$ cat src/rtl/spi_slave_mlf.sv
// SPI slave endpoint: oversampled SCK/CS_n/MOSI, MSB-first byte shifter, one-deep TX holding buffer.
// Define SPI_SLAVE_MISO_TRISTATE_EN to release MISO (1'bz) while idle or in reset.
module spi_slave_mlf #(
  parameter int         SPI_MODE  = 0,
  parameter logic [7:0] IDLE_BYTE = 8'hFF
) (
  input  logic       i_clk,
  input  logic       i_rst,
  input  logic [7:0] i_TX_Byte,
  input  logic       i_TX_DV,
  output logic       o_TX_Ready,
  output logic       o_RX_DV,
  output logic [7:0] o_RX_Byte,
  input  logic       i_SPI_clk,
  input  logic       i_SPI_CS_n,
  input  logic       i_SPI_MOSI,
  output logic       o_SPI_MISO
);

  localparam logic [1:0] MODE = 2'(SPI_MODE);
  localparam logic       CPOL = MODE[1];
  localparam logic       CPHA = MODE[0];

  typedef enum logic [1:0] {ST_IDLE, ST_LOAD, ST_ACTIVE} state_t;

  state_t     state_q, state_d;
  logic [1:0] sck_s, cs_s, mosi_s;
  logic       sck_d, cs_d;
  logic       sck_rise, sck_fall, lead_edge, trail_edge;
  logic       sample_edge, shift_edge, cs_fall, cs_hi;
  logic       load, sample_en, shift_en, byte_done, reload, abort, tx_accept;
  logic [7:0] shift_tx, rx_shift, hold, next_byte;
  logic       hold_full;
  logic [2:0] bit_cnt;
  logic       miso_q, rx_dv_q;

  // CS_n chain resets low so a select already asserted across reset never looks like a fresh falling edge.
  always_ff @(posedge i_clk) begin
    if (i_rst) begin
      sck_s  <= {2{CPOL}};
      sck_d  <= CPOL;
      cs_s   <= 2'b00;
      cs_d   <= 1'b0;
      mosi_s <= 2'b00;
    end else begin
      sck_s  <= {sck_s[0], i_SPI_clk};
      sck_d  <= sck_s[1];
      cs_s   <= {cs_s[0], i_SPI_CS_n};
      cs_d   <= cs_s[1];
      mosi_s <= {mosi_s[0], i_SPI_MOSI};
    end
  end

  assign sck_rise    = sck_s[1] & ~sck_d;
  assign sck_fall    = ~sck_s[1] & sck_d;
  assign lead_edge   = CPOL ? sck_fall : sck_rise;
  assign trail_edge  = CPOL ? sck_rise : sck_fall;
  assign sample_edge = CPHA ? trail_edge : lead_edge;
  assign shift_edge  = CPHA ? lead_edge : trail_edge;
  assign cs_fall     = cs_d & ~cs_s[1];
  assign cs_hi       = cs_s[1];

  always_ff @(posedge i_clk) begin
    if (i_rst) state_q <= ST_IDLE;
    else       state_q <= state_d;
  end

  always_comb begin
    state_d   = state_q;
    load      = 1'b0;
    sample_en = 1'b0;
    shift_en  = 1'b0;
    abort     = 1'b0;
    case (state_q)
      ST_IDLE:   if (cs_fall) state_d = ST_LOAD;
      ST_LOAD: begin
        load    = 1'b1;
        state_d = ST_ACTIVE;
      end
      ST_ACTIVE: begin
        if (cs_hi) begin
          abort   = 1'b1;
          state_d = ST_IDLE;
        end else begin
          sample_en = sample_edge;
          shift_en  = shift_edge;
        end
      end
      default:   state_d = ST_IDLE;
    endcase
  end

  assign byte_done = sample_en & (bit_cnt == 3'd7);
  assign reload    = load | byte_done;
  assign next_byte = hold_full ? hold : IDLE_BYTE;
  assign tx_accept = i_TX_DV & ~hold_full;

  always_ff @(posedge i_clk) begin
    if (i_rst) begin
      shift_tx  <= IDLE_BYTE;
      rx_shift  <= 8'h00;
      bit_cnt   <= 3'd0;
      miso_q    <= 1'b1;
      o_RX_Byte <= 8'h00;
      rx_dv_q   <= 1'b0;
    end else begin
      rx_dv_q <= byte_done;
      if (abort) miso_q <= 1'b1;
      if (sample_en) begin
        rx_shift <= {rx_shift[6:0], mosi_s[1]};
        bit_cnt  <= bit_cnt + 3'd1;
        if (bit_cnt == 3'd7) o_RX_Byte <= {rx_shift[6:0], mosi_s[1]};
      end
      // With CPHA=0 the trailing edge right after a reload must not push out the fresh MSB.
      if (shift_en && (CPHA || bit_cnt != 3'd0)) begin
        miso_q   <= shift_tx[7];
        shift_tx <= {shift_tx[6:0], 1'b1};
      end
      if (reload) begin
        bit_cnt <= 3'd0;
        if (CPHA) begin
          shift_tx <= next_byte;
        end else begin
          miso_q   <= next_byte[7];
          shift_tx <= {next_byte[6:0], 1'b1};
        end
      end
    end
  end

  // A write landing in the same cycle as a reload from an empty buffer is kept for the following byte.
  always_ff @(posedge i_clk) begin
    if (i_rst) begin
      hold_full <= 1'b0;
      hold      <= 8'h00;
    end else begin
      if (reload) hold_full <= 1'b0;
      if (tx_accept) begin
        hold_full <= 1'b1;
        hold      <= i_TX_Byte;
      end
    end
  end

  assign o_TX_Ready = ~hold_full;
  assign o_RX_DV    = rx_dv_q;

`ifdef SPI_SLAVE_MISO_TRISTATE_EN
  assign o_SPI_MISO = (i_rst || state_q == ST_IDLE) ? 1'bz : miso_q;
`else
  assign o_SPI_MISO = miso_q;
`endif

endmodule

$ cat config.mk
export PLATFORM = sky130hd
export DESIGN_NAME = spi_slave_mlf
export DESIGN_NICKNAME = d
export VERILOG_FILES = /design/src/rtl/spi_slave_mlf.sv
export SDC_FILE = /design/constraint.sdc
export NUM_CORES = 1
export LEC_CHECK = 0
export ABC_CLOCK_PERIOD_IN_PS = 2600
export CAP_MARGIN = 20
export CORE_ASPECT_RATIO = 0.9
export CORE_MARGIN = 2
export CORE_UTILIZATION = 32
export DETAILED_ROUTE_END_ITERATION = 10
export PLACE_DENSITY = 0.56
export SYNTH_ARGS = -nofsm -noshare
export SYNTH_HDL_FRONTEND = slang
export SYNTH_SLANG_ARGS = --single-unit
$ cat constraint.sdc
create_clock -name i_clk -period 2.6 [get_ports i_clk]
set_input_delay 0.26 -clock i_clk [delete_from_list [all_inputs] [get_ports i_clk]]
set_output_delay 0.26 -clock i_clk [all_outputs]
set_load 0.005 [all_outputs]
# Word level (Yosys, flattened, before mapping)
# Cells that the tools add are included.
dict set report op_classes {
  addsub 1
  eq_ne 5
  n_mux 18
  bitwise_logic 10
  n_reduce_logical 9
}
# operator n
set ops {}
lappend ops {{$mux W8} 3}
lappend ops {{$mux W1} 12}
lappend ops {{$pmux W2 S3} 1}
lappend ops {{$reduce_bool A3 Y1} 2}
lappend ops {{$and A1 B1 Y1} 5}
lappend ops {{$mux W2} 2}
lappend ops {{$ne A2 B2 Y1 const B} 2}
lappend ops {{$not A1 Y1} 4}
lappend ops {{$reduce_and A2 Y1} 2}
lappend ops {{$reduce_bool A2 Y1} 2}
lappend ops {{$add A3 B1 Y3 const B} 1}
lappend ops {{$eq A3 B3 Y1 const B} 1}
lappend ops {{$eq A2 B1 Y1 const B} 1}
lappend ops {{$eq A2 B2 Y1 const B} 1}
lappend ops {{$logic_not A2 Y1} 1}
lappend ops {{$reduce_or A2 Y1} 1}
lappend ops {{$logic_and A1 B1 Y1} 1}
lappend ops {{$or A1 B1 Y1} 1}
dict set report word_totals {
  reg_bits 46
  inputBits 14
  output_inout_bits 11
  wordCells 57
}

# Depth between registers and ports, before layout
# Gate-level depths: netlist of the first run.
dict set report logic_depth {
  word_depth 8
  depth_mapped 7
  ltp_nobuf 6
}

# Worst setup path after synthesis of the first run
# OpenSTA, ideal clock, no wires.
dict set report synth_timing {
  path_type {register to register}
  start {register bit_cnt[0]}
  end {register miso_q (netlist: o_SPI_MISO)}
  setup_ps 73
  arrival_time_ps 1491
  required_time_ps 2527
  path_slack_ps 1036
  path_stages_with_launch 8
  n_path_buf 1
  period_less_slack_ps 1564
  path_cell_list {dfxtp_1 ha_1 ha_1 and4bb_4 a21bo_1 buf_6 a211o_1 o211ai_2}
}
dict set report synth_via {
  elab_chain_cells 4
  word_cells_on_any_way 8
  classes_between {eq/ne (1); mux (2); bitwise (2); reduce/logical (3)}
}
# element line
set synth_lines {}
lappend synth_lines {{start: declaration} 34} ;# logic [2:0] bit_cnt;
lappend synth_lines {{start signal: assignment} 111} ;# bit_cnt <= bit_cnt + 3'd1;
lappend synth_lines {{$eq A3 B3 Y1 / $reduce_bool A3 Y1 (equally long branches)} {93, 115}}
lappend synth_lines {{$and A1 B1 Y1 / $logic_and A1 B1 Y1 (equally long branches)} {93, 115}}
lappend synth_lines {{$or A1 B1 Y1 / $mux W1 (equally long branches)} {94, 115}}
lappend synth_lines {{$reduce_bool A3 Y1 (no source line) / $mux W1 (equally long branches)} -}
lappend synth_lines {{end signal: assignment} 116} ;# miso_q <= shift_tx[7];
lappend synth_lines {{end signal: assignment} 124} ;# miso_q <= next_byte[7];
lappend synth_lines {{end: declaration} 35} ;# logic miso_q, rx_dv_q;
# Several ways; a longest one is shown, not always the timed one.
# A chain may end at the register's enable or synchronous reset.

# Worst setup path after layout of the first run
dict set report layout_timing {
  start {register bit_cnt[1]}
  end {register shift_tx[2]}
}
dict set report layout_via {
  elab_chain_cells 4
  word_cells_on_any_way 7
  classes_between {eq/ne (1); mux (1); bitwise (2); reduce/logical (3)}
}
# element line
set layout_lines {}
lappend layout_lines {{$eq A3 B3 Y1} 93} ;# assign byte_done = sample_en & (bit_cnt == 3'd7);
lappend layout_lines {{$and A1 B1 Y1} 93}
lappend layout_lines {{$or A1 B1 Y1} 94} ;# assign reload = load | byte_done;
lappend layout_lines {{$mux W8 / $reduce_bool A2 Y1 (equally long branches)} -}
lappend layout_lines {{end signal: assignment} 117} ;# shift_tx <= {shift_tx[6:0], 1'b1};
lappend layout_lines {{end signal: assignment} 122} ;# shift_tx <= next_byte;
lappend layout_lines {{end signal: assignment} 125} ;# shift_tx <= {next_byte[6:0], 1'b1};
lappend layout_lines {{end: declaration} 32} ;# logic [7:0] shift_tx, rx_shift, hold, next_byte;
# Several ways; a longest one is shown, not always the timed one.

==> results by stage, run 1 <==
Yosys:
- The synthesized netlist occupies a cell area of around 0.0018 mm^2.
- The most common cell in the synthesized netlist is sky130_fd_sc_hd__dfxtp_1.
- The dominant cell type by area after synthesis is sky130_fd_sc_hd__dfxtp_1.
- The number of warning messages in the yosys log is 0.
- Of all flip-flops after synthesis, the portion carrying an async set or reset was 0.
- In the synthesized netlist, the cells that appear most often are sky130_fd_sc_hd__dfxtp_1, sky130_fd_sc_hd__mux2i_1, sky130_fd_sc_hd__nor2_1.
- Counting flops and latches in the post-synthesis netlist gives 46.
- The number of nets handed over by synthesis was 188.
- Counting every instance in the synthesized netlist gives 171.
- In this run, distinct cell masters in the synthesized netlist total 30.
- By area the synthesized netlist is led by sky130_fd_sc_hd__dfxtp_1, sky130_fd_sc_hd__mux2i_1, sky130_fd_sc_hd__a2bb2oi_2.
- Averaged over all synthesized cells, the footprint is 10.4 um^2.
- For this run, the register share of the synthesized area comes to 0.517.
- The most used flip-flop cell after synthesis is sky130_fd_sc_hd__dfxtp_1.
- The fraction of post-synthesis cell area in the top cell type by area is 0.517.
- The count of flip-flops with a built-in enable after synthesis is 0.

Place:
- In this run the tool buffered the top-level ports with 24 buffer cells.
- Detailed placement finished with a half-perimeter wire length of approximately 2100 um.
- The placer's final routability congestion estimate is between 0.6 and 0.7.
- Counting tap cells, the placed design contains a total of 256 instances.

Route:
- Summing over every cut layer, the via total after detailed routing is between 1000 and 1500.
- After the first detailed-routing iteration, the DRC count stood at 25.
- After detailed routing, the average wire length per cell comes to between 10 and 15 um.
- The met3 routed wirelength is ~170 um.
- Wires add up to between 3000 and 4000 um.
- The final routed DRC violation total is 0.
- The detailed-router iteration count before antenna repair is 3.
- Using the TritonRoute via totals, the vias-per-cell ratio works out to roughly 4.6.
- After detailed routing, no signal wire sits above met4.
- The post-route met1 wirelength is approximately 1600 um.
- Detailed routing placed a total of ~1300 um of wire on met2.
- The count of nets left with antenna violations once routing finished came out at 0.

GRT:
- The maximum number of pins on one net before global-route repair is 35.
- The first global-routing pass estimated ~5300 um of wire.
- The via count of the first global-routing pass is approximately 1200.
- The initial antenna violation count was 0.
- The total global-route track usage is 0.113.
- Summed over all layers, the global routing overflow is 0.

Finish:
- The area growth from synthesis to layout is 21.5%.
- Once layout is complete, the cells apart from fillers number 264.
- The final-layout fill cell count is roughly 540.
- The final net count is ~210.
- The fraction of layout cells with a size suffix above 1 is 0.107.
- The number of antenna diodes in the final layout is 0.

Power and ir drop:
- The analysis attributes to net switching a power of about 0.28 mW.
- Of the total power, the clock network draws 0.345.
- The combinational cell fraction of total power is 0.061.
- Cell internal power was estimated by the tool at around 0.95 mW.
- The peak ir drop on the vdd network is ~0.24 mV.
- Of the total power, registers draw 0.594.
- The static leakage power is between 0.9 and 1 nW.
- Power comes to about 1.2 mW.
- The power density normalized to cell area is 568 mW/mm^2.
- Of the total power, the share spent switching nets is 0.228.

Critical path:
- Counting cells, the worst reg-to-reg path comes to 6.
- The worst reg-to-reg setup slack is roughly 0.83 ns.
- The critical path capture point is shift_tx[2]$_SDFFE_PP1P_.
- Of all nets on the critical path, the largest fanout is 10.
- The worst register-to-register path begins at bit_cnt[1]$_SDFFE_PP0P_.
- The worst setup path is launched from a register.
- At the worst endpoint, the arrival time is just under 2 ns.
- The destination of the worst register-to-register timing path is shift_tx[2]$_SDFFE_PP1P_.
- The critical setup path kind is register to register.
- For the worst setup path, the data required time is 2.78 ns.
- In this run the worst setup path begins at bit_cnt[1]$_SDFFE_PP0P_.
- STA classifies the critical path endpoint as a register.

Clock network:
- Clock-pin slew was measured on the worst setup and hold paths at approximately 0.080 ns.
- The clock buffer count from CTS is 5.
- The number of hold buffers added after CTS was 0.
- TritonCTS built the clock tree.
- The buffer type at the clock tree root is sky130_fd_sc_hd__clkbuf_8.
- The H-tree level count is 2.
- At the later pin of the worst-skew pair, clock insertion delay measures 0.30 ns.
- The number of resized instances in the post-cts repair step is 0.
- The CTS sink count is between 40 and 50.
- The buffer count from post-CTS setup fixing is 0.
- The clock tree buffer depth is 2.

Timing:
- Setup repair after global routing left no endpoint under its margin.
- The final-report max-slew violation count is 0.
- The number of failing setup endpoints in the final timing report is 0.
- The final period utilization is 0.681.
- Static timing analysis puts the maximum clock frequency at approximately 0.56 GHz.
- The hold violation total from the final report is 0.
- Between clock sinks in the finished design, the worst skew comes to 0.00912 ns.
- The normalized max-slew margin is 0.552.
- The minimum clock period is between 1.5 and 2 ns.
- The final sum of negative setup slack is 0 ns.
- The transition at the pin with the smallest max-transition slack is ~0.67 ns.

Floorplan:
- The number of primary I/O pins is 25.
- The initial cell density of the core is 0.335.
- The core outline area is ~0.0053 mm^2.
- The height of the die is ~75 um.
- The cell row count is 25.
- The die width is 82.7 um.
- The die area is around 0.006 mm^2.

Status:
- The flow ran to the end, and the final reports show no timing, DRC or antenna violations.

Job:
- The max-capacitance violation count is 0.

Min path:
- The worst hold path begins at cs_s[0]$_SDFF_PP0_.
- The path class of the lowest-slack min-delay path is register to register.
==> state kept, by name, indices dropped and copies added, names as in the netlist, 2 cells and up <==
register and cells:
shift_tx 7, bit_cnt 3, rx_shift 7, cs_s 2, sck_s 2, hold 8
state_q 2, o_RX_Byte 8, mosi_s 2
==> kinds of logic after synthesis <==
logic type / after synthesis / share of synthesized area
AOI/OAI and AO/OA: 23 / 0.112
adders and majority gates: 3 / 0.0211
buffers and inverters: 13 / 0.0323
xor gates and xnor gates: 1 / 0.00492
DFF: 46 / 0.517
and+or+nand+nor: 62 / 0.184
muxes: 23 / 0.129
==> routing by layer <==
metal | track usage | vias to the layer above
met5 | 0 | -
met2 | 0.183 | 21
li1 | - | 630
met1 | 0.137 | 564
met4 | 0.0328 | 0
met3 | 0.0504 | 4
==> power by group through the flow <==
stage	clock, mW	sequential [mW]	combinational [mW]
4_1_cts	0.447	0.731	0.0761
5_1_grt	0.475	0.733	0.0838
3_5_place_dp	0	0.747	0.0762
6_report	0.424	0.730	0.0746
3_3_place_gp	0	0.747	0.0752
2_1_floorplan	0	0.744	0.0443
==> worst min-delay path by stage <==
| stage | end | slack [ns] | depth (start not counted) |
|---|---|---|---|
| after floorplan | cs_s[0]$_SDFF_PP0_ | 0.39 | 1 |
| after global placement | cs_s[1]$_SDFF_PP0_ | 0.42 | 1 |
| after detailed placement | cs_s[1]$_SDFF_PP0_ | 0.43 | 1 |
| after CTS | cs_s[1]$_SDFF_PP0_ | 0.45 | 1 |
| after global routing | sck_s[1]$_SDFF_PP0_ | 0.47 | 1 |
| final | cs_s[1]$_SDFF_PP0_ | 0.44 | 1 |
==> layout make-up <==
type                    instances  area [um^2]  share of cell area
clock buffers                   6         72.6              0.0335
clock inverters                 2         13.8             0.00636
inverters                       6         22.5              0.0104
multi-input cells             112          803               0.371
flip-flops and latches         46          921               0.425
well taps                      67         83.8              0.0387
repair buffers                 25          248               0.114
==> metrics by stage <==
| stage | util | setup WS (ns) | area, um^2 | hold WS, ns |
|---|---|---|---|---|
| floorplan | - | 1.04 | 1780 | 0.388 |
| global placement | 0.391 | 0.875 | 2080 | 0.418 |
| detailed placement | 0.391 | 0.833 | 2080 | 0.425 |
| CTS | 0.407 | 0.814 | 2160 | 0.446 |
| global route | 0.407 | 0.689 | 2160 | 0.466 |
| finish | 0.407 | 0.830 | 2160 | 0.441 |
==> critical path, cell delays in order (launching register included) <==
cell and delay, ns:
sky130_fd_sc_hd__dfxtp_1 0.35, sky130_fd_sc_hd__ha_1 0.15, sky130_fd_sc_hd__ha_1 0.13, sky130_fd_sc_hd__and4bb_4 0.24, sky130_fd_sc_hd__a21bo_1 0.35, sky130_fd_sc_hd__nand3_2 0.25
sky130_fd_sc_hd__a2bb2oi_2 0.18
==> cell usage in the layout (no fill, tap or decap), drive strengths merged <==
cell type,n
o211ai,1
dfxtp,46
clkinv,2
a21bo,1
nor3b,3
and4bb,1
clkdlybuf4s50,24
a21oi,10
clkbuf,6
nor3,4
mux2i,23
nand3b,1
and3,1
o21ai,1
a2bb2oi,6
inv,6
a21o,1
nand3,2
buf,1
o2bb2ai,1
xnor2,1
nand2b,2
nand2,18
a31oi,1
nor2,19
ha,3
nor2b,11
a211o,1
Power figures use the tool's default switching activity.
==> run 2: changes to the inputs <==
--- a/config.mk
+++ b/config.mk
@@ -5,13 +5,13 @@
 export SDC_FILE = /design/constraint.sdc
 export NUM_CORES = 1
 export LEC_CHECK = 0
-export ABC_CLOCK_PERIOD_IN_PS = 2600
+export ABC_CLOCK_PERIOD_IN_PS = 1540
 export CAP_MARGIN = 20
 export CORE_ASPECT_RATIO = 0.9
 export CORE_MARGIN = 2
 export CORE_UTILIZATION = 32
 export DETAILED_ROUTE_END_ITERATION = 10
-export PLACE_DENSITY = 0.56
+export PLACE_DENSITY = 0.57
 export SYNTH_ARGS = -nofsm -noshare
 export SYNTH_HDL_FRONTEND = slang
 export SYNTH_SLANG_ARGS = --single-unit
==> constraint.sdc (replaced) <==
create_clock -name i_clk -period 1.54 [get_ports i_clk]
set_input_delay 0.154 -clock i_clk [delete_from_list [all_inputs] [get_ports i_clk]]
set_output_delay 0.154 -clock i_clk [all_outputs]
set_load 0.005 [all_outputs]
==> run 2 against run 1 <==
- power up 84%
- sequential cell count is the same
- setup slack worse by 0.80 ns
- largest power group unchanged
- cell count up 2.3%
- critical path type unchanged
==> results by stage, run 2 (synthesis results as in run 1) <==
Status:
- The run finished with clean final reports.

Route:
- The per-cell via count in the routed design is approximately 4.6.
- Summing over every cut layer, the via total after detailed routing is around 1300.
- The post-detailed-routing wire length is approximately 3200 um.
- The final routed DRC violation total is 0.
- After the first detailed-routing iteration, the DRC count stood at between 40 and 50.
- The detailed-router iteration count before antenna repair is 4.
- Once detail routing completed, the nets flagged for antenna violations numbered 0.
- Dividing the detail-routed wire length by the instance count gives 11.8 um.

Clock network:
- After clock tree synthesis, the clock-pin slew on the worst setup and hold paths is about 0.090 ns.
- TritonCTS built the clock tree.
- The clock passes through at most 2 buffers.
- The cell sitting at the root of the clock tree is a sky130_fd_sc_hd__clkbuf_8.
- The number of hold buffers added after CTS was 0.
- The clock latency on the worst-skew pair is roughly 0.30 ns.
- The CTS sink count is 46.
- The clock tree synthesis step divided the H-tree into 2 levels.
- In this run, CTS created clock tree buffers numbering 5.
- The buffer count from post-CTS setup fixing is 0.

Critical path:
- The critical path is of the register to register type.
- The kind of start point of the critical path is a register.
- The capturing element type of the critical path is a register.
- The longest individual stage delay on the worst path is roughly 0.34 ns.
- Along the worst path, the maximum fanout reaches 8.
- At the worst endpoint, the arrival time is 1.72 ns.
- The signal on the critical path passes through ha_4 -> ha_4 -> and4bb_4 -> a21bo_4 -> buf_4 -> nor3_1.
- The cell repeated most along the worst path is sky130_fd_sc_hd__ha_4.
- The slowest stage cell on the critical path is sky130_fd_sc_hd__dfxtp_2.
- Counting cells, the worst reg-to-reg path comes to 6.
- Data on the critical path is required at its endpoint by 1.75 ns.

Power and ir drop:
- The internal power of the cells totals 1.78 mW.
- The power dissipated by switching net loads is 0.481 mW.
- Across the VDD grid, the largest voltage drop is around 0.55 mV.
- Of the total power, the share spent switching nets is 0.213.
- The share of total power dissipated in sequential elements is 0.546.
- The share of total power dissipated in combinational logic is 0.062.
- The overall power after layout is ~2.3 mW.
- The clock network fraction of total power is 0.392.
- The power density normalized to cell area is approximately 980 mW/mm^2.
- The analysis attributes to cell leakage a power of just over 1 nW.

Floorplan:
- The core outline area is about 0.0053 mm^2.
- The initial cell density of the core is 0.335.
- The die is roughly 75 um tall.
- The initialized floorplan defines 25 standard-cell rows.
- The die width is 82.7 um.
- The die covers between 0.006 and 0.007 mm^2.
- For this design the top-level I/O count stands at 25.

GRT:
- The wire length of the first global-routing pass is 5470 um.
- The via count of the first global-routing pass is approximately 1200.
- The total overflow reported by the global router is 0.
- The maximum number of pins on one net before global-route repair is 39.
- The initial antenna violation count is 0.
- The total global-route track usage is 0.118.

Min path:
- The tightest min-delay check is of the input port to register type.
- The cell depth of the worst min-delay path is 2.

Finish:
- In the layout the commonest cells are sky130_fd_sc_hd__dfxtp_1, sky130_fd_sc_hd__clkdlybuf4s50_1, sky130_fd_sc_hd__mux2i_1.
- The most common cell after layout, fill and taps aside is sky130_fd_sc_hd__dfxtp_1.
- In the final layout, the share of cells above drive strength 1 is 0.182.
- 0 antenna diodes ended up in the layout.
- The count of cells in the finished layout, fillers not included, comes to 270.
- The final net count is 219.
- The final-layout fill cell count is ~530.
- The final standard cell utilization of the core is 0.435.
- The largest registers in the layout are hold (8), o_RX_Byte (8).
- Relative to the synthesized area, the layout overhead comes to 29.7%.

Timing:
- Setup violations remaining at the end of the flow were counted as 0.
- The minimum clock period is 1.51 ns.
- The normalized max-slew margin is 0.786.
- Final hold analysis gives a worst-case slack of between 0.3 and 0.4 ns.
- The final-report max-slew violation count is 0.
- In the finished design, the share of the clock period the worst path needs comes to 0.978.
- Across the routed clock network, the largest skew measured is 0.00687 ns.
- The top achievable clock speed is 0.664 GHz.
- The hold violation total from the final report came to 0.
- At the pin with the least slew margin, the transition time is approximately 0.32 ns.
- Setup repair after global routing could not meet its margin everywhere.

Job:
- Max-cap violations in this run came to 0.

Place:
- The HPWL after detailed placement is approximately 2200 um.
- The number of buffer cells added on primary ports is 24.
- The placer's final routability congestion estimate is around 0.7.
- The cell total after placement is about 260.
## run 2: cell types whose count changed in the layout (fill, tap and decap cells not counted), moves of 2 or more
cell | previous run | this run
sky130_fd_sc_hd__nor3b_1 | 2 | 0
sky130_fd_sc_hd__nand3_2 | 2 | 0
sky130_fd_sc_hd__buf_4 | 1 | 6
sky130_fd_sc_hd__dfxtp_1 | 46 | 44
sky130_fd_sc_hd__nand3_4 | 0 | 2
sky130_fd_sc_hd__ha_4 | 0 | 2
sky130_fd_sc_hd__dfxtp_2 | 0 | 2
sky130_fd_sc_hd__nor3b_2 | 1 | 3
sky130_fd_sc_hd__ha_1 | 3 | 1
## run 2: per-layer routing
| layer | part of all wire | GRT usage |
|---|---|---|
| met4 | 0.017 | 0.0546 |
| met3 | 0.049 | 0.0384 |
| met5 | 0 | 0 |
| met2 | 0.43 | 0.178 |
| met1 | 0.50 | 0.152 |
## run 2: power by group through the flow
| stage | clock, mW | combinational [mW] | sequential (mW) |
|---|---|---|---|
| final | 0.886 | 0.141 | 1.23 |
| after global routing | 0.974 | 0.156 | 1.24 |
| after CTS | 0.921 | 0.142 | 1.23 |
| after detailed placement | 0 | 0.140 | 1.26 |
| after global placement | 0 | 0.140 | 1.26 |
| after floorplan | 0 | 0.0749 | 1.26 |
## run 2: path summary, 6_finish.rpt
path                                         startpoint  slack [ns]                 endpoint
worst max-delay path            bit_cnt[0]$_SDFFE_PP0P_        0.03  bit_cnt[1]$_SDFFE_PP0P_
worst min-delay path                         i_SPI_CS_n        0.40       cs_s[0]$_SDFF_PP0_
worst max register to register  bit_cnt[0]$_SDFFE_PP0P_        0.03  bit_cnt[1]$_SDFFE_PP0P_
worst min register to register       cs_s[0]$_SDFF_PP0_        0.44       cs_s[1]$_SDFF_PP0_
## run 2: area by class of cell
cell class	count	area (um^2)	share of cell area
multi-input cells	112	863	0.374
repair buffers	31	305	0.132
clock buffers	5	68.8	0.0298
inverters	6	22.5	0.00975
well taps	67	83.8	0.0363
flip-flops and latches	46	923	0.400
clock inverters	3	43.8	0.0189
## run 2: worst max-delay path, delay by kind of cell, from the launching register on
kind / cells / cell delay, ns
fa+ha+maj: 2 / 0.30
compound gates: 1 / 0.26
simple gates: 2 / 0.36
flops: 1 / 0.34
buf+inv: 1 / 0.16
## run 2: repair_timing
item                       4_1_cts  5_1_grt
setup endpoints to repair       19       18
resized for setup                9        5
gates cloned                     0        0
pin swaps                        5        4
## run 2: through the flow
stage               setup TNS [ns]  cell area [um^2]  setup slack [ns]
global route                -0.364              2310           -0.0400
detailed placement           -1.27              2140            -0.164
floorplan                        0              1780           0.00466
global placement            -0.767              2140            -0.116
finish                           0              2310            0.0344
CTS                              0              2300           0.00262
==> run 3: changes to the inputs <==
--- a/config.mk
+++ b/config.mk
@@ -5,13 +5,13 @@
 export SDC_FILE = /design/constraint.sdc
 export NUM_CORES = 1
 export LEC_CHECK = 0
-export ABC_CLOCK_PERIOD_IN_PS = 1540
 export CAP_MARGIN = 20
 export CORE_ASPECT_RATIO = 0.9
 export CORE_MARGIN = 2
 export CORE_UTILIZATION = 32
 export DETAILED_ROUTE_END_ITERATION = 10
-export PLACE_DENSITY = 0.57
+export DONT_BUFFER_PORTS = 1
+export PLACE_DENSITY = 0.51
 export SYNTH_ARGS = -nofsm -noshare
 export SYNTH_HDL_FRONTEND = slang
 export SYNTH_SLANG_ARGS = --single-unit
==> run 3 against run 2 <==
- cell area fell by 7.7%
- clock skew shrank 0.0019 ns
- critical path depth did not move
- sequential power about the same
- setup slack worse by 0.031 ns
- die area stayed put
- cell count fell by 7.0%
- non-clock buffer count decreased by 17
- via count down 4.2%
- largest cell class unchanged
==> results by stage, run 3 (synthesis results as in run 1) <==
Status:
- The flow ran to the end, and the final reports show no timing, DRC or antenna violations.

Floorplan:
- The cell row count is 25.
- The height of the die is around 75 um.
- The number of primary I/O pins is 25.
- The die area is approximately 0.0062 mm^2.
- From left edge to right edge, the die measures approximately 83 um.
- The core outline area is roughly 0.0053 mm^2.
- The initial cell density of the core is 0.335.

Critical path:
- On the critical path, the stage with the largest delay is an instance of sky130_fd_sc_hd__dfxtp_2.
- STA classifies the critical path endpoint as a register.
- The total buffers and inverters traversed by the critical path is 0.
- Of all nets on the critical path, the largest fanout is 8.
- The kind of cell with the highest combined delay along the critical path is simple AND/OR/NAND/NOR gates.
- Data on the critical path is required at its endpoint by roughly 1.7 ns.
- Data on the critical path arrives at its endpoint at between 1.5 and 2 ns.
- The largest single stage delay on the critical path is between 0.3 and 0.4 ns.
- The critical setup path kind is register to register.
- Walking the worst path, the cells encountered are ha_4 -> ha_4 -> and4bb_4 -> a21bo_4 -> nor2_4 -> a2bb2oi_2.
- The most numerous cell type found on the critical path is sky130_fd_sc_hd__ha_4.
- The worst setup path is launched from a register.

GRT:
- For this run, the total global-route usage over all layers was measured as 0.120.
- The maximum number of pins on one net before global-route repair is 38.
- The wire length of the first global-routing pass is 5460 um.
- The initial antenna violation count was 0.
- The total overflow reported by the global router is 0.
- The via count of the first global-routing pass is 1168.

Power and ir drop:
- The power dissipated by switching net loads is 0.437 mW.
- Internal power comes to 1.62 mW.
- Of the total power, combinational logic draws 0.056.
- The power density normalized to cell area is between 900 and 1000 mW/mm^2.
- In this run the static leakage power is 0.977 nW.
- Of the total power, registers draw 0.601.
- Of the total power, the share spent switching nets is 0.213.
- The clock network fraction of total power is 0.343.
- VDD sags by at most 0.453 mV.

Finish:
- The library cell used most frequently in the layout, excluding fill and tap cells, is sky130_fd_sc_hd__dfxtp_1.
- The number of antenna diodes in the final layout is 0.
- The synthesis-to-layout area growth is 19.7%.
- The final net count is 202.
- Of the cells placed in the final design, the portion with a size suffix greater than 1 is 0.196.
- The top cell types in the final layout, fill and taps aside, are sky130_fd_sc_hd__dfxtp_1, sky130_fd_sc_hd__mux2i_1, sky130_fd_sc_hd__nor2_1.
- Fill cells in the final layout number around 540.
- For this run, the share of the core covered by cells in the final layout is 0.401.
- The largest registers in the layout are hold (8), o_RX_Byte (8).

Timing:
- The hold violation total from the final report came to 0.
- Setup repair after global routing could not meet its margin everywhere.
- In this run the tightest slew margin relative to its limit is 0.791.
- The number of failing setup endpoints in the final timing report is 0.
- Derived from the worst setup path, the maximum achievable clock frequency is 0.651 GHz.
- The smallest clock period supported by the final layout is computed as roughly 1.5 ns.
- The worst clock skew on the final layout is roughly 0.0049 ns.
- The transition at the pin with the smallest max-transition slack is between 0.3 and 0.4 ns.
- The worst hold-check slack is about 0.012 ns.
- The final-report max-slew violation count is 0.
- In the finished design, the share of the clock period the worst path needs comes to 0.998.

Clock network:
- The buffer type at the clock tree root is sky130_fd_sc_hd__clkbuf_8.
- The clock latency on the worst-skew pair is approximately 0.29 ns.
- The longest clock path from root to sink contains 2 buffers.
- The CTS clock-pin slew for the worst setup and hold paths is roughly 0.080 ns.
- The clock buffer count from CTS is 5.
- The CTS tree is built.
- CTS built an H-tree with a depth of 2.
- The CTS sink count is 46.

Route:
- Using the TritonRoute via totals, the vias-per-cell ratio works out to approximately 4.8.
- After detailed routing, the number of remaining DRC violations is 0.
- In the final routed layout, each cell accounts on average for between 10 and 15 um.
- Wire segments on met3 add up to approximately 170 um in the final route.
- In this run the remaining antenna-violating nets after routing total 0.
- The highest metal layer used by the detailed router is met4.
- Detailed routing inserted a total of ~1200 vias.
- The met2 wire length is roughly 1700 um.
- Before antenna repair, the detailed router went through 4 iterations.
- The number of DRC violations after detailed-routing iteration 0 is 45.
- The post-route met1 wirelength is approximately 1500 um.
- Wires add up to ~3400 um.

Min path:
- The tightest min-delay check is of the input port to register type.

Place:
- At the end of routability-driven placement, the weighted congestion stood at slightly above 0.7.
- The number of buffer cells added on primary ports is 0.
- Summed over all nets, the half-perimeter wirelength after detailed placement is approximately 2300 um.

Job:
- The max-capacitance violation count is 0.
[run 3: changes by cell type in the layout (fill, tap and decap cells not counted), moves of 3 or more]
| cell | before | now |
|---|---|---|
| sky130_fd_sc_hd__nor3_1 | 4 | 1 |
| sky130_fd_sc_hd__dlygate4sd3_1 | 0 | 8 |
| sky130_fd_sc_hd__clkdlybuf4s50_1 | 24 | 0 |
| sky130_fd_sc_hd__nor3_2 | 0 | 3 |
[run 3: layout make-up]
type	instances	area (um^2)	area share
sequential	46	923	0.433
multi-input combinational	112	883	0.414
timing repair buffer	14	138	0.0645
tap	67	83.8	0.0393
clock buffer	6	82.6	0.0387
inverter	6	22.5	0.0106
[run 3: timing repair]
item	in CTS	in global routing
hold buffers	9	0
hold endpoints to repair	37	0
gates resized for setup	12	5
setup endpoints to repair	19	19
buffers inserted	0	0
pin swaps	5	4
[run 3: metal layers]
layer  GRT usage  up-vias
met5           0        -
met3      0.0408        5
li1            -      603
met2       0.201       21
met1       0.143      570
met4      0.0437        0
[run 3: final timing paths]
| path | from | end | slack (ns) | cells after the start |
|---|---|---|---|---|
| worst min register to register | sck_s[0]$_SDFF_PP0_ | sck_s[1]$_SDFF_PP0_ | 0.44 | 1 |
| worst min-delay path | i_TX_Byte[4] | hold[4]$_SDFFE_PP0P_ | 0.01 | 2 |
| worst max-delay path | bit_cnt[1]$_SDFFE_PP0P_ | shift_tx[4]$_SDFFE_PP1P_ | 0.003 | 6 |
| worst max register to register | bit_cnt[1]$_SDFFE_PP0P_ | shift_tx[4]$_SDFFE_PP1P_ | 0.003 | 6 |
[run 3: power by group through the flow]
stage | Combinational [mW] | Clock, mW | Sequential [mW]
6_report | 0.115 | 0.705 | 1.23
5_1_grt | 0.127 | 0.779 | 1.24
4_1_cts | 0.114 | 0.733 | 1.23
3_5_place_dp | 0.0758 | 0 | 1.26
3_3_place_gp | 0.0739 | 0 | 1.26
2_1_floorplan | 0.0749 | 0 | 1.26
[run 3: stage by stage]
| step | setup slack (ns) | cells | power [mW] | area [um^2] | TNS, ns |
|---|---|---|---|---|---|
| 2_1_floorplan | 0.00466 | 171 | 1.33 | 1780 | 0 |
| 3_3_place_gp | -0.0934 | 236 | 1.34 | 1870 | -0.635 |
| 3_5_place_dp | -0.171 | 236 | 1.34 | 1870 | -1.47 |
| 4_1_cts | -0.00129 | 251 | 2.08 | 2110 | -0.00129 |
| 5_1_grt | -0.0564 | 251 | 2.14 | 2130 | -0.409 |
| 6_report | 0.00333 | 251 | 2.05 | 2130 | 0 |
